--- config.mk ---
export PLATFORM = sky130hd
export DESIGN_NAME = reciprocal_float_arbiter
export DESIGN_NICKNAME = d
export VERILOG_FILES = /design/src/rtl/reciprocal_float_arbiter.sv
export SDC_FILE = /design/constraint.sdc
export NUM_CORES = 1
export LEC_CHECK = 0
export BUFFER_PORTS_ARGS = -buffer_cell sky130_fd_sc_hd__clkbuf_2
export CAP_MARGIN = 10
export CORE_UTILIZATION = 31
export DETAILED_ROUTE_END_ITERATION = 8
export GPL_TIMING_DRIVEN = 0
export SYNTH_ARGS = -nofsm -noshare
export SYNTH_HDL_FRONTEND = slang
export SYNTH_SLANG_ARGS = --single-unit
--- constraint.sdc ---
create_clock -name clk -period 3.9 [get_ports clk]
set_input_delay 0 -clock clk [delete_from_list [all_inputs] [get_ports clk]]
set_output_delay 0 -clock clk [all_outputs]
set_load 0.01 [all_outputs]
--- src/rtl/reciprocal_float_arbiter.sv ---
// Round-robin arbiter sharing one reciprocal_float core among NREQ requesters, one operation at a time.
// Optional watchdog abort is built when RECIP_ARB_TIMEOUT_EN is defined.
module reciprocal_float_arbiter #(
  parameter int NREQ   = 4,
  parameter int IDW    = 2,
  parameter int TO_CYC = 255
) (
  input  logic                 clk,
  input  logic                 rst,
  input  logic [NREQ-1:0]      req_valid,
  input  logic [32*NREQ-1:0]   req_x,
  output logic [NREQ-1:0]      req_ready,
  output logic                 rsp_valid,
  output logic [IDW-1:0]       rsp_id,
  output logic [31:0]          rsp_data,
  output logic                 rsp_zero,
  output logic                 rsp_timeout,
  input  logic                 rsp_ready,
  output logic                 core_start,
  output logic [31:0]          core_x,
  input  logic [31:0]          core_out,
  input  logic                 core_done,
  input  logic                 core_zero_flag,
  output logic                 core_rst
);

  // Handshakes: a transfer happens on a rising clk edge where valid and ready are both high.
  // req_ready is a one-cycle grant pulse; rsp_valid and its payload hold until rsp_ready.

  typedef enum logic [1:0] {IDLE, ISSUE, WAIT, RESP} state_t;

  state_t         state, state_nxt;
  logic [IDW-1:0] ptr, gid, gnt;
  logic [31:0]    x_sel;
  logic           any_req;
  logic           timeout_hit;

  assign any_req = |req_valid;

  // Lowest set bit overall, overridden by the lowest set bit at or after ptr.
  always_comb begin
    gnt = '0;
    for (int i = NREQ-1; i >= 0; i--)
      if (req_valid[i]) gnt = IDW'(i);
    for (int i = NREQ-1; i >= 0; i--)
      if (req_valid[i] && (IDW'(i) >= ptr)) gnt = IDW'(i);
  end

  always_comb begin
    x_sel     = '0;
    req_ready = '0;
    for (int i = 0; i < NREQ; i++) begin
      if (gnt == IDW'(i)) x_sel = req_x[32*i +: 32];
      req_ready[i] = (state == IDLE) && !rst && any_req && (gnt == IDW'(i));
    end
  end

  assign core_start = (state == ISSUE) && !rst;

  always_comb begin
    state_nxt = state;
    case (state)
      IDLE:    if (any_req) state_nxt = ISSUE;
      ISSUE:   state_nxt = WAIT;
      WAIT:    if (core_done || timeout_hit) state_nxt = RESP;
      RESP:    if (rsp_ready) state_nxt = IDLE;
      default: state_nxt = IDLE;
    endcase
  end

  always_ff @(posedge clk) begin
    if (rst) begin
      state     <= IDLE;
      ptr       <= '0;
      gid       <= '0;
      core_x    <= '0;
      rsp_valid <= 1'b0;
      rsp_id    <= '0;
      rsp_data  <= '0;
      rsp_zero  <= 1'b0;
    end else begin
      state <= state_nxt;
      case (state)
        IDLE: if (any_req) begin
          core_x <= x_sel;
          gid    <= gnt;
        end
        WAIT: if (core_done) begin
          rsp_valid <= 1'b1;
          rsp_id    <= gid;
          rsp_data  <= core_out;
          rsp_zero  <= core_zero_flag;
        end else if (timeout_hit) begin
          rsp_valid <= 1'b1;
          rsp_id    <= gid;
          rsp_data  <= '0;
          rsp_zero  <= 1'b0;
        end
        RESP: if (rsp_ready) begin
          rsp_valid <= 1'b0;
          ptr       <= (gid == IDW'(NREQ-1)) ? '0 : gid + 1'b1;
        end
        default: ;
      endcase
    end
  end

`ifdef RECIP_ARB_TIMEOUT_EN
  localparam int CW = ($clog2(TO_CYC + 1) > 8) ? $clog2(TO_CYC + 1) : 8;

  logic [CW-1:0] wd_cnt;

  always_ff @(posedge clk) begin
    if (rst || (state != WAIT)) wd_cnt <= '0;
    else                        wd_cnt <= wd_cnt + 1'b1;
  end

  // Fires on the TO_CYC-th WAIT cycle; core_done on that same cycle still wins.
  assign timeout_hit = (state == WAIT) && !core_done && (wd_cnt == CW'(TO_CYC - 1));

  always_ff @(posedge clk) begin
    if (rst)                                rsp_timeout <= 1'b0;
    else if ((state == WAIT) && core_done)  rsp_timeout <= 1'b0;
    else if (timeout_hit)                   rsp_timeout <= 1'b1;
  end
`else
  // Watchdog absent: the comparison is constant false and keeps TO_CYC referenced.
  assign timeout_hit = (TO_CYC < 0);
  assign rsp_timeout = 1'b0;
`endif

  assign core_rst = rst | timeout_hit;

endmodule

==> reports/metrics.cfg, run 1 <==
[hold_path]
hold_path.startpoint = req_x[109]
min_to = core_x[13]
hp-class = in -> reg
holdPathStages = 3

[power]
p_per_area_mw_per_mm2 = 518
power_leakage_nw = 2.78
power_mw = 3.21
peakVddDrop_mv = 0.286

[final_layout]
fin_nets = 975
fillers = 1248
areaGrowthSynthToFinish_pct = 59.9
fin_area_mm2 = 0.00619
layout-drive-gt1-share = 0.350
finalNonFillerCells = 974
utilization = 0.511
num_antenna_cells = 0

[setup_path]
cpPeakStageDelay_ns = 0.60
worstSetupEndpointType = flip-flop
r2r_slack_ns = 1.34
timing.rr.end = core_x[21]
critPathArrivalTime_ns = 2.84
cp_max_fo = 10
cpMaxStageDelayCell = dlygate4sd3_1
crit_type = reg -> reg
cp_cell_sequence = inv_1, ha_1, nor2b_1, nand2b_1, clkbuf_1, buf_2, o31ai_1, dlygate4sd3_1
cp_top_family = buffers and inverters
required_ns = 4.18
path_buf_inv = 4
reg2regPathDepth = 8
start_kind = flip-flop
worstReg2RegStart = state[0]

[timing]
hold_ws_ns = 0.0102
fin_ws_ns = 1.34
period_share = 0.657
finalCriticalPeriod_ns = 2.56
setup_tns_ns = 0
grt_setup_unrepaired = false
finalHoldViolCount = 0
finalMaxSlewViolations = 0
setup_viol = 0
fmaxAchievable_mhz = 390
finClkSkew_ns = 0.00551
maxSlewHeadroom = 0.582
worst_pin_slew_ns = 0.623

[logic_synthesis]
ys_async_sr_fraction = 0
ys_seq_elements = 74
yosysWarningCount = 0
syn_inst = 489
synth_area_mm2 = 0.00387
syn_avg_cell_area_um2 = 7.92
synth_seq_area_share = 0.383
syn-num-nets = 663
synth_cell_type_count = 44
synth_flop_cell = dfxtp_1
synth_edf_count = 0

[job]
maxCapViolations = 0

[clocking]
path_clk_slew_ns = 0.06
postCtsSetupRepairBufs = 0
clockBufferDepth = 2
holdBufCountCts = 61
cts_buffers = 9
insertion_delay_ns = 0.34
root_buffer = clkbuf_16
cts_num_sinks = 74
cts_tree = built
postCtsResizedCells = 0
htreeDepth = 3

[global_route]
first_global_vias = 4888
globalRoute.totalOverflow = 0
track_usage = 0.241
grt_max_degree = 14
grt_pass1_wl_mm = 24.2
antenna_found_initial = 1

[drt]
drc = 0
vias = 4951
first_pass_iters = 4
antenna_left = 0
viasPerCell = 5.08
wl_per_cell_um = 16.1
routed_wirelength_mm = 15.7
drt-initial-drc-count = 275
dr_wl_met2_mm = 7.94
wl_met1_mm = 6.53
route.met3.wl_um = 792
dr.max_layer_used = met5

[floorplanning]
row_count = 40
io_pins = 244
die_w_um = 114
fp.dieH_um = 114
initial_core_util = 0.320
core_region_area_mm2 = 0.0121
die-area_mm2 = 0.0129

[placed_design]
place_area_mm2 = 0.00528
io_buffer_count = 240
placed_cells = 897
dpl.hpwl_mm = 11.8
place_congestion = 0.860
dp_slack_ns = 1.84

[status]
status = finished, final reports clean

[placed cells by master (no fill, tap or decap), types with 2 or more instances in the layout]
cell           count
nand4_1            9
ha_1               5
clkinvlp_4         2
nor2b_1            6
o22ai_1           12
clkbuf_16          9
a211oi_1          25
o221ai_1          11
buf_6              3
nor2_1            33
dfxtp_1           74
buf_4              5
nand3b_1           2
nand2_1           92
inv_1              8
and2_1             2
o2bb2ai_1          6
buf_2             13
a311oi_1           7
nor3_1             6
a21boi_0           6
a21oi_1           49
clkbuf_1          26
o31a_1            11
o31ai_1           22
buf_1              2
nand2b_1           5
nand3_1            8
clkinv_4           2
a21o_1            12
clkbuf_2         240
o21ai_0            2
dlygate4sd3_1     61
or4_1              5
a221oi_1           9
[worst max path at each step]
| stage | start | end | slack [ns] | cells past startpoint |
|---|---|---|---|---|
| 3_5_place_dp | state[1] | req_ready[0] | 1.84 | 8 |
| 4_1_cts | state[0] | core_x[21] | 1.39 | 8 |
| 6_report | state[0] | core_x[21] | 1.34 | 8 |
| 2_1_floorplan | ptr[0] | core_x[7] | 2.29 | 7 |
| 3_3_place_gp | state[0] | req_ready[0] | 1.84 | 8 |
| 5_1_grt | state[1] | core_x[21] | 1.12 | 8 |
[synthesized netlist by cell type, types with 6 or more instances]
master / count / area (um^2)
nand2_1: 92 / 345
dfxtp_1: 74 / 1480
a21oi_1: 49 / 245
nor2_1: 33 / 124
a211oi_1: 25 / 188
clkbuf_1: 25 / 93.8
o31ai_1: 22 / 165
buf_2: 13 / 65.1
a21o_1: 12 / 90.1
o22ai_1: 12 / 75.1
o221ai_1: 11 / 96.3
o31a_1: 11 / 96.3
a221oi_1: 9 / 78.8
nand4_1: 9 / 56.3
inv_1: 8 / 30.0
nand3_1: 8 / 40.0
a311oi_1: 7 / 61.3
a21boi_0: 6 / 45.0
nor2b_1: 6 / 37.5
nor3_1: 6 / 30.0
o2bb2ai_1: 6 / 52.6
[worst reg2reg max path: stages, from the launching register on]
cell and delay, ns:
dfxtp_1 0.34, inv_1 0.09, ha_1 0.21, nor2b_1 0.45, nand2b_1 0.10, clkbuf_1 0.20, buf_2 0.23, o31ai_1 0.28
dlygate4sd3_1 0.60
[flip-flops by register name (all words and copies together) (netlist names)]
name,flops
rsp_data,32
rsp_valid,1
rsp_id,2
rsp_zero,1
gid,2
core_x,32
state,2
ptr,2
[logic make-up (layout without fill, tap and decap cells)]
kind of cell             count (synthesis)  count (layout)  share of synthesized area
flip-flops                              74              74                      0.383
adder cells (fa/ha/maj)                  5               5                     0.0162
AO/OA/AOI/OAI                          181             181                      0.334
other                                    1               1                   0.000968
buffers and inverters                   56             373                     0.0691
AND/OR/NAND/NOR                        172             172                      0.197
[metal layers]
layer / up-vias / track usage
met5: - / 0
met4: 2 / 0.0965
met3: 33 / 0.0484
met2: 174 / 0.426
met1: 2317 / 0.286
li1: 2425 / -
[final cells by class]
cell class | count | area (um^2) | area share
Sequential cell | 74 | 1480 | 0.239
Clock buffer | 10 | 229 | 0.0370
Multi-Input combinational cell | 359 | 2120 | 0.343
Clock inverter | 6 | 67.6 | 0.0109
Inverter | 8 | 30.0 | 0.00485
Buffer | 48 | 238 | 0.0384
Timing Repair Buffer | 301 | 1810 | 0.293
Tap cell | 168 | 210 | 0.0340
[where the power goes]
part / total, mW / internal [mW] / switching, mW / leakage, nW
clock network: 0.830 / 0.496 / 0.333 / 0.139
registers: 1.05 / 0.943 / 0.111 / 0.606
logic: 1.32 / 0.558 / 0.767 / 2.03
total: 3.21 / 2.00 / 1.21 / 2.78
Power figures use the tool's default switching activity.
==> run 2, diff against run 1 <==
Clock period 3.9 ns to 2.05 ns, I/O delays scaled along.
==> run 2 against run 1 <==
  * Combinational power up 93%
  * Design area rose by 1.6%
  * First-iteration DRC count fell by 3.6%
  * Via count increased by 0.55%
  * Worst setup slack got worse by 1.3 ns
  * Critical path depth is 2 lower
  * Total power is 91% higher
  * Count of clock-buffer cells in the layout stayed put
  * Clock skew rose by 0.00062 ns
  * Global-route usage hardly changed
==> reports/metrics.cfg, run 2 (synthesis results as in run 1) <==
[final_layout]
fin_nets = 979  ; +0.41%
seqCellArea_mm2 = 0.00148  ; about the same
fillers = 1244  ; -0.32%
layout-drive-gt1-share = 0.373  ; +0.0230
fin_area_mm2 = 0.00629  ; +1.6%
areaGrowthSynthToFinish_pct = 62.5
multi_input_area_mm2 = 0.00217  ; +2.3%
final_common_cell = clkbuf_2
reg.largest.list = core_x x32, rsp_data x32
num_antenna_cells = 0  ; unchanged
layout_common_cells = 247 x clkbuf_2, 92 x nand2_1, 73 x dfxtp_1

[power]
power_leakage_nw = 2.83  ; +1.7%
peakVddDrop_mv = 0.542  ; +90%
power_mw = 6.14  ; +91%
p_per_area_mw_per_mm2 = 976  ; +88%

[drt]
drt-initial-drc-count = 265  ; -3.6%
wl_per_cell_um = 16.1  ; -0.16%
drc = 0  ; unchanged
first_pass_iters = 5  ; +1
viasPerCell = 5.09  ; +0.13%
routed_wirelength_mm = 15.7  ; +0.25%
antenna_left = 0  ; unchanged
vias = 4978  ; +0.55%

[clocking]
clockBufferDepth = 2  ; unchanged
insertion_delay_ns = 0.34  ; about the same
cts_tree = built
path_clk_slew_ns = 0.06  ; about the same
root_buffer = clkbuf_16
cts_num_sinks = 74  ; unchanged
cts_buffers = 9  ; unchanged
htreeDepth = 3  ; unchanged

[setup_path]
path_buf_inv = 2  ; -2
start_kind = flip-flop
cp_cell_sequence = nand2b_1, a21oi_2, nor3_4, buf_6, nor3_2, clkbuf_2
cp_max_fo = 10  ; unchanged
cpMaxStageDelayCell = a21oi_2
crit_type = reg -> out
cp_top_family = simple AND/OR/NAND/NOR gates
worstSetupEndpointType = primary output
r2r_slack_ns = 0.13  ; -1.21 ns
required_ns = 2.05  ; -2.13 ns
critPathArrivalTime_ns = 1.98  ; -0.86 ns
cpPeakStageDelay_ns = 0.44  ; -0.16 ns

[timing]
fmaxAchievable_mhz = 506
finalCriticalPeriod_ns = 1.98
worst_pin_slew_ns = 0.678  ; +0.0541 ns
setup_viol = 0  ; unchanged
maxSlewHeadroom = 0.544  ; -0.0375
grt_setup_unrepaired = true
finalMaxSlewViolations = 0  ; unchanged
finalHoldViolCount = 0  ; unchanged
period_share = 0.965
hold_ws_ns = 0.00658  ; -0.00359 ns
finClkSkew_ns = 0.00613  ; +0.000619 ns
setup_tns_ns = 0  ; unchanged

[floorplanning]
row_count = 40  ; unchanged
initial_core_util = 0.320  ; unchanged
core_region_area_mm2 = 0.0121  ; unchanged
fp.dieH_um = 114  ; unchanged
io_pins = 244  ; unchanged
die_w_um = 114  ; unchanged
die-area_mm2 = 0.0129  ; unchanged

[global_route]
globalRoute.totalOverflow = 0  ; unchanged
grt_max_degree = 14  ; unchanged
grt_pass1_wl_mm = 24.2  ; about the same
antenna_found_initial = 1  ; unchanged
track_usage = 0.242  ; about the same
first_global_vias = 4875  ; -0.27%

[placed_design]
place_congestion = 0.860  ; unchanged
place_area_mm2 = 0.00528  ; unchanged
io_buffer_count = 240  ; unchanged
dpl.hpwl_mm = 11.8  ; unchanged

[status]
status = finished, final reports clean

[hold_path]
hp-class = in -> reg

[job]
maxCapViolations = 0  ; unchanged

==> run 2: cell count changes in the layout (fill, tap and decap cells not counted), sizes merged <==
cell	delta
buf	+3
dlygate4sd3	+1
==> run 2: power by group <==
group,switching [mW],internal (mW),total (mW)
clock network,0.638,0.944,1.58
logic,1.47,1.08,2.55
registers,0.211,1.80,2.01
total,2.32,3.82,6.14
==> run 2: metrics by stage <==
step                      worst slack (ns)  utilization  cells
after global placement            -0.00543        0.436    897
after floorplan                      0.438            -    489
final                               0.0721        0.519    978
after global routing               -0.0613        0.519    978
after detailed placement           -0.0108        0.436    897
after CTS                          0.00170        0.515    977
==> run 2: metal layers <==
layer | GRT usage | routed length, um | up-vias
met3 | 0.0494 | 892 | 35
met5 | 0 | 13 | -
met4 | 0.100 | 444 | 2
met1 | 0.286 | 6450 | 2312
met2 | 0.424 | 7930 | 194
li1 | - | - | 2435
==> run 2: what timing repair did <==
action / CTS / global route
gates resized for setup: 6 / 22
endpoints found under the hold margin: 55 / 0
setup endpoints to repair: 5 / 37
buffers inserted: 3 / 1
pin swaps: 1 / 1
hold buffers: 62 / 0
==> run 2: area by class of cell <==
class                           count  share of cell area
Tap cell                          168              0.0334
Inverter                            8             0.00477
Sequential cell                    74               0.236
Multi-Input combinational cell    359               0.345
Clock buffer                       10              0.0364
Buffer                             47              0.0394
Clock inverter                      6              0.0107
Timing Repair Buffer              306               0.294
==> run 2: path summary, 6_finish.rpt <==
kind           startpoint           end  depth (start not counted)
min            req_x[109]    core_x[13]                          3
max                ptr[1]  req_ready[0]                          6
max reg2reg        ptr[1]     core_x[4]                          7
min reg2reg  rsp_data[16]  rsp_data[16]                          2
==> run 2: worst reg2reg max path, cell delays in order (launching register included) <==
cell,delay [ns]
dfxtp_1,0.31
clkbuf_4,0.17
and2_1,0.15
buf_6,0.14
nor3_4,0.41
buf_6,0.23
nand3_1,0.09
a311oi_1,0.30
==> run 3, diff against run 2 <==
Settings changed: CELL_PAD_IN_SITES_DETAIL_PLACEMENT from default to 1, CELL_PAD_IN_SITES_GLOBAL_PLACEMENT from default to 2, CORE_UTILIZATION 31 to 20, PLACE_DENSITY_LB_ADDON from default to 0.1.
==> run 3 against run 2 <==
  * Register-to-register slack gained 0.03 ns
  * Sequential share of layout area shrank 0.60 points
  * Via count fell by 0.72%
  * Core utilization down 18 points
  * Count of clock-buffer cells in the layout down 1
  * Clock skew up 0.0038 ns
  * Total power is 2.9% higher
  * Clock power increased by 8%
  * Fmax rose by 2.8%
  * Largest cell class unchanged
==> reports/metrics.cfg, run 3 (synthesis results as in run 1) <==
[final_layout]
areaGrowthSynthToFinish_pct = 66.7
final_common_cell = clkbuf_2
seqCellArea_mm2 = 0.00148  ; unchanged
fin_nets = 980  ; +0.10%
reg.largest.list = core_x x32, rsp_data x32
num_antenna_cells = 0  ; unchanged
finalNonFillerCells = 1071  ; +9.5%
utilization = 0.343  ; -0.177
multi_input_area_mm2 = 0.00218  ; +0.46%
layout_common_cells = 251 x clkbuf_2, 92 x nand2_1, 73 x dfxtp_1
layout-drive-gt1-share = 0.381  ; +0.00817
fillers = 2301  ; +85%

[timing]
grt_setup_unrepaired = false
finalHoldViolCount = 0  ; unchanged
finalMaxSlewViolations = 0  ; unchanged
fmaxAchievable_mhz = 520  ; +2.8%
maxSlewHeadroom = 0.554  ; +0.00996
finClkSkew_ns = 0.00993  ; +0.00380 ns
hold_ws_ns = 0.00493  ; -0.00165 ns
period_share = 0.939  ; -0.0259
setup_viol = 0  ; unchanged
worst_pin_slew_ns = 0.663  ; -0.0148 ns
finalCriticalPeriod_ns = 1.92  ; -0.0532 ns
setup_tns_ns = 0  ; unchanged

[setup_path]
cp_max_fo = 10  ; unchanged
required_ns = 2.05  ; about the same
cp_top_family = buffers and inverters
r2r_slack_ns = 0.16  ; +0.03 ns
cpMaxStageDelayCell = dfxtp_1
critPathArrivalTime_ns = 1.92  ; -0.06 ns
worstReg2RegStart = ptr[0]
worstSetupEndpointType = primary output
start_kind = flip-flop
crit_type = reg -> out
path_buf_inv = 3  ; +1
cp_cell_sequence = buf_4, nand2_1, a211oi_4, nor2_2, clkbuf_4, nor3_1, clkbuf_2
cpPeakStageDelay_ns = 0.35  ; -0.09 ns
reg2regPathDepth = 6  ; -1
timing.rr.end = core_x[2]

[placed_design]
place_congestion = 0.828  ; -3.7%
placed_cells = 989  ; +10%
dpl.hpwl_mm = 14.4  ; +22%
io_buffer_count = 240  ; unchanged

[clocking]
cts_tree = built
cts_num_sinks = 74  ; unchanged
root_buffer = clkbuf_16
clockBufferDepth = 2  ; unchanged
insertion_delay_ns = 0.35  ; about the same
cts_buffers = 9  ; unchanged
htreeDepth = 3  ; unchanged
path_clk_slew_ns = 0.07  ; about the same

[hold_path]
hp-class = in -> reg
min_to = core_x[10]
hold_path.startpoint = req_x[42]
holdPathStages = 3  ; unchanged

[drt]
antenna_left = 0  ; unchanged
first_pass_iters = 4  ; -1
drc = 0  ; unchanged
wl_per_cell_um = 17.3  ; +7.8%
viasPerCell = 4.61  ; -9.3%
routed_wirelength_mm = 18.6  ; +18%
vias = 4942  ; -0.72%
drt-initial-drc-count = 131  ; -51%

[floorplanning]
die_w_um = 141  ; +24%
die-area_mm2 = 0.0199  ; +54%
row_count = 50  ; +25%
initial_core_util = 0.206  ; -0.114
io_pins = 244  ; unchanged
core_region_area_mm2 = 0.0188  ; +55%
fp.dieH_um = 141  ; +24%

[power]
peakVddDrop_mv = 0.431  ; -21%
p_per_area_mw_per_mm2 = 980  ; +0.33%
power_leakage_nw = 2.86  ; +1.1%

[status]
status = finished, final reports clean

[global_route]
grt_pass1_wl_mm = 28.4  ; +18%
globalRoute.totalOverflow = 0  ; unchanged
first_global_vias = 5138  ; +5.4%
track_usage = 0.188  ; -0.0535
antenna_found_initial = 0  ; -1
grt_max_degree = 16  ; +2

[job]
maxCapViolations = 0  ; unchanged

run 3: cell types whose count changed in the layout (fill, tap and decap cells not counted), moves of 2 or more:
cell	change
clkbuf_1	-6
clkbuf_2	+4
inv_6	+3
buf_2	-2
buf_4	+2
dlygate4sd3_1	+2
run 3: layout make-up:
type	count	share of cell area
multi-input combinational	359	0.338
timing repair buffer	309	0.291
sequential	74	0.230
tap	260	0.0504
buffer	45	0.0382
clock buffer	9	0.0349
clock inverter	7	0.0130
inverter	8	0.00465
run 3: what timing repair did:
item / in CTS / in global routing
gates resized for setup: 12 / 25
hold buffers: 64 / 0
setup buffers: 4 / 1
endpoints found under the hold margin: 56 / 0
pin swaps: 2 / 2
setup endpoints to repair: 22 / 60
run 3: worst max-delay path by stage:
| stage | slack (ns) | endpoint | startpoint | depth (start not counted) |
|---|---|---|---|---|
| after CTS | 0.01 | req_ready[0] | ptr[1] | 7 |
| after detailed placement | -0.03 | core_x[13] | ptr[1] | 7 |
| final | 0.13 | req_ready[0] | ptr[1] | 7 |
| after floorplan | 0.44 | core_x[7] | ptr[0] | 7 |
| after global routing | 0.001 | core_x[25] | ptr[1] | 7 |
| after global placement | 0.01 | core_x[31] | state[0] | 6 |
run 3: worst register-to-register path: stages (launching register included):
cell and delay (ns):
dfxtp_2 0.42, inv_1 0.07, o22ai_1 0.25, a22o_2 0.29, buf_2 0.28, o221ai_1 0.17, a311oi_1 0.30
run 3: metrics by stage:
step | setup WS (ns) | cell area [um^2] | total power, mW
after CTS | 0.0135 | 6410 | 6.42
after detailed placement | -0.0349 | 5400 | 4.51
final | 0.125 | 6450 | 6.32
after floorplan | 0.438 | 3870 | 3.44
after global placement | 0.0119 | 5400 | 4.43
after global routing | 0.00111 | 6450 | 6.82
run 3: report_power, final:
group          switching, mW  leakage (nW)  internal (mW)
Combinational           1.53          2.10           1.09
Sequential             0.202         0.606           1.79
Clock                  0.746         0.149          0.969
run 3: per-layer routing:
metal | wire (um) | up-vias | track usage | part of all wire
li1 | - | 2434 | - | -
met1 | 8090 | 2338 | 0.226 | 0.44
met2 | 9320 | 151 | 0.332 | 0.50
met3 | 803 | 19 | 0.0391 | 0.043
met4 | 339 | 0 | 0.0618 | 0.018
met5 | 0 | - | 0 | 0
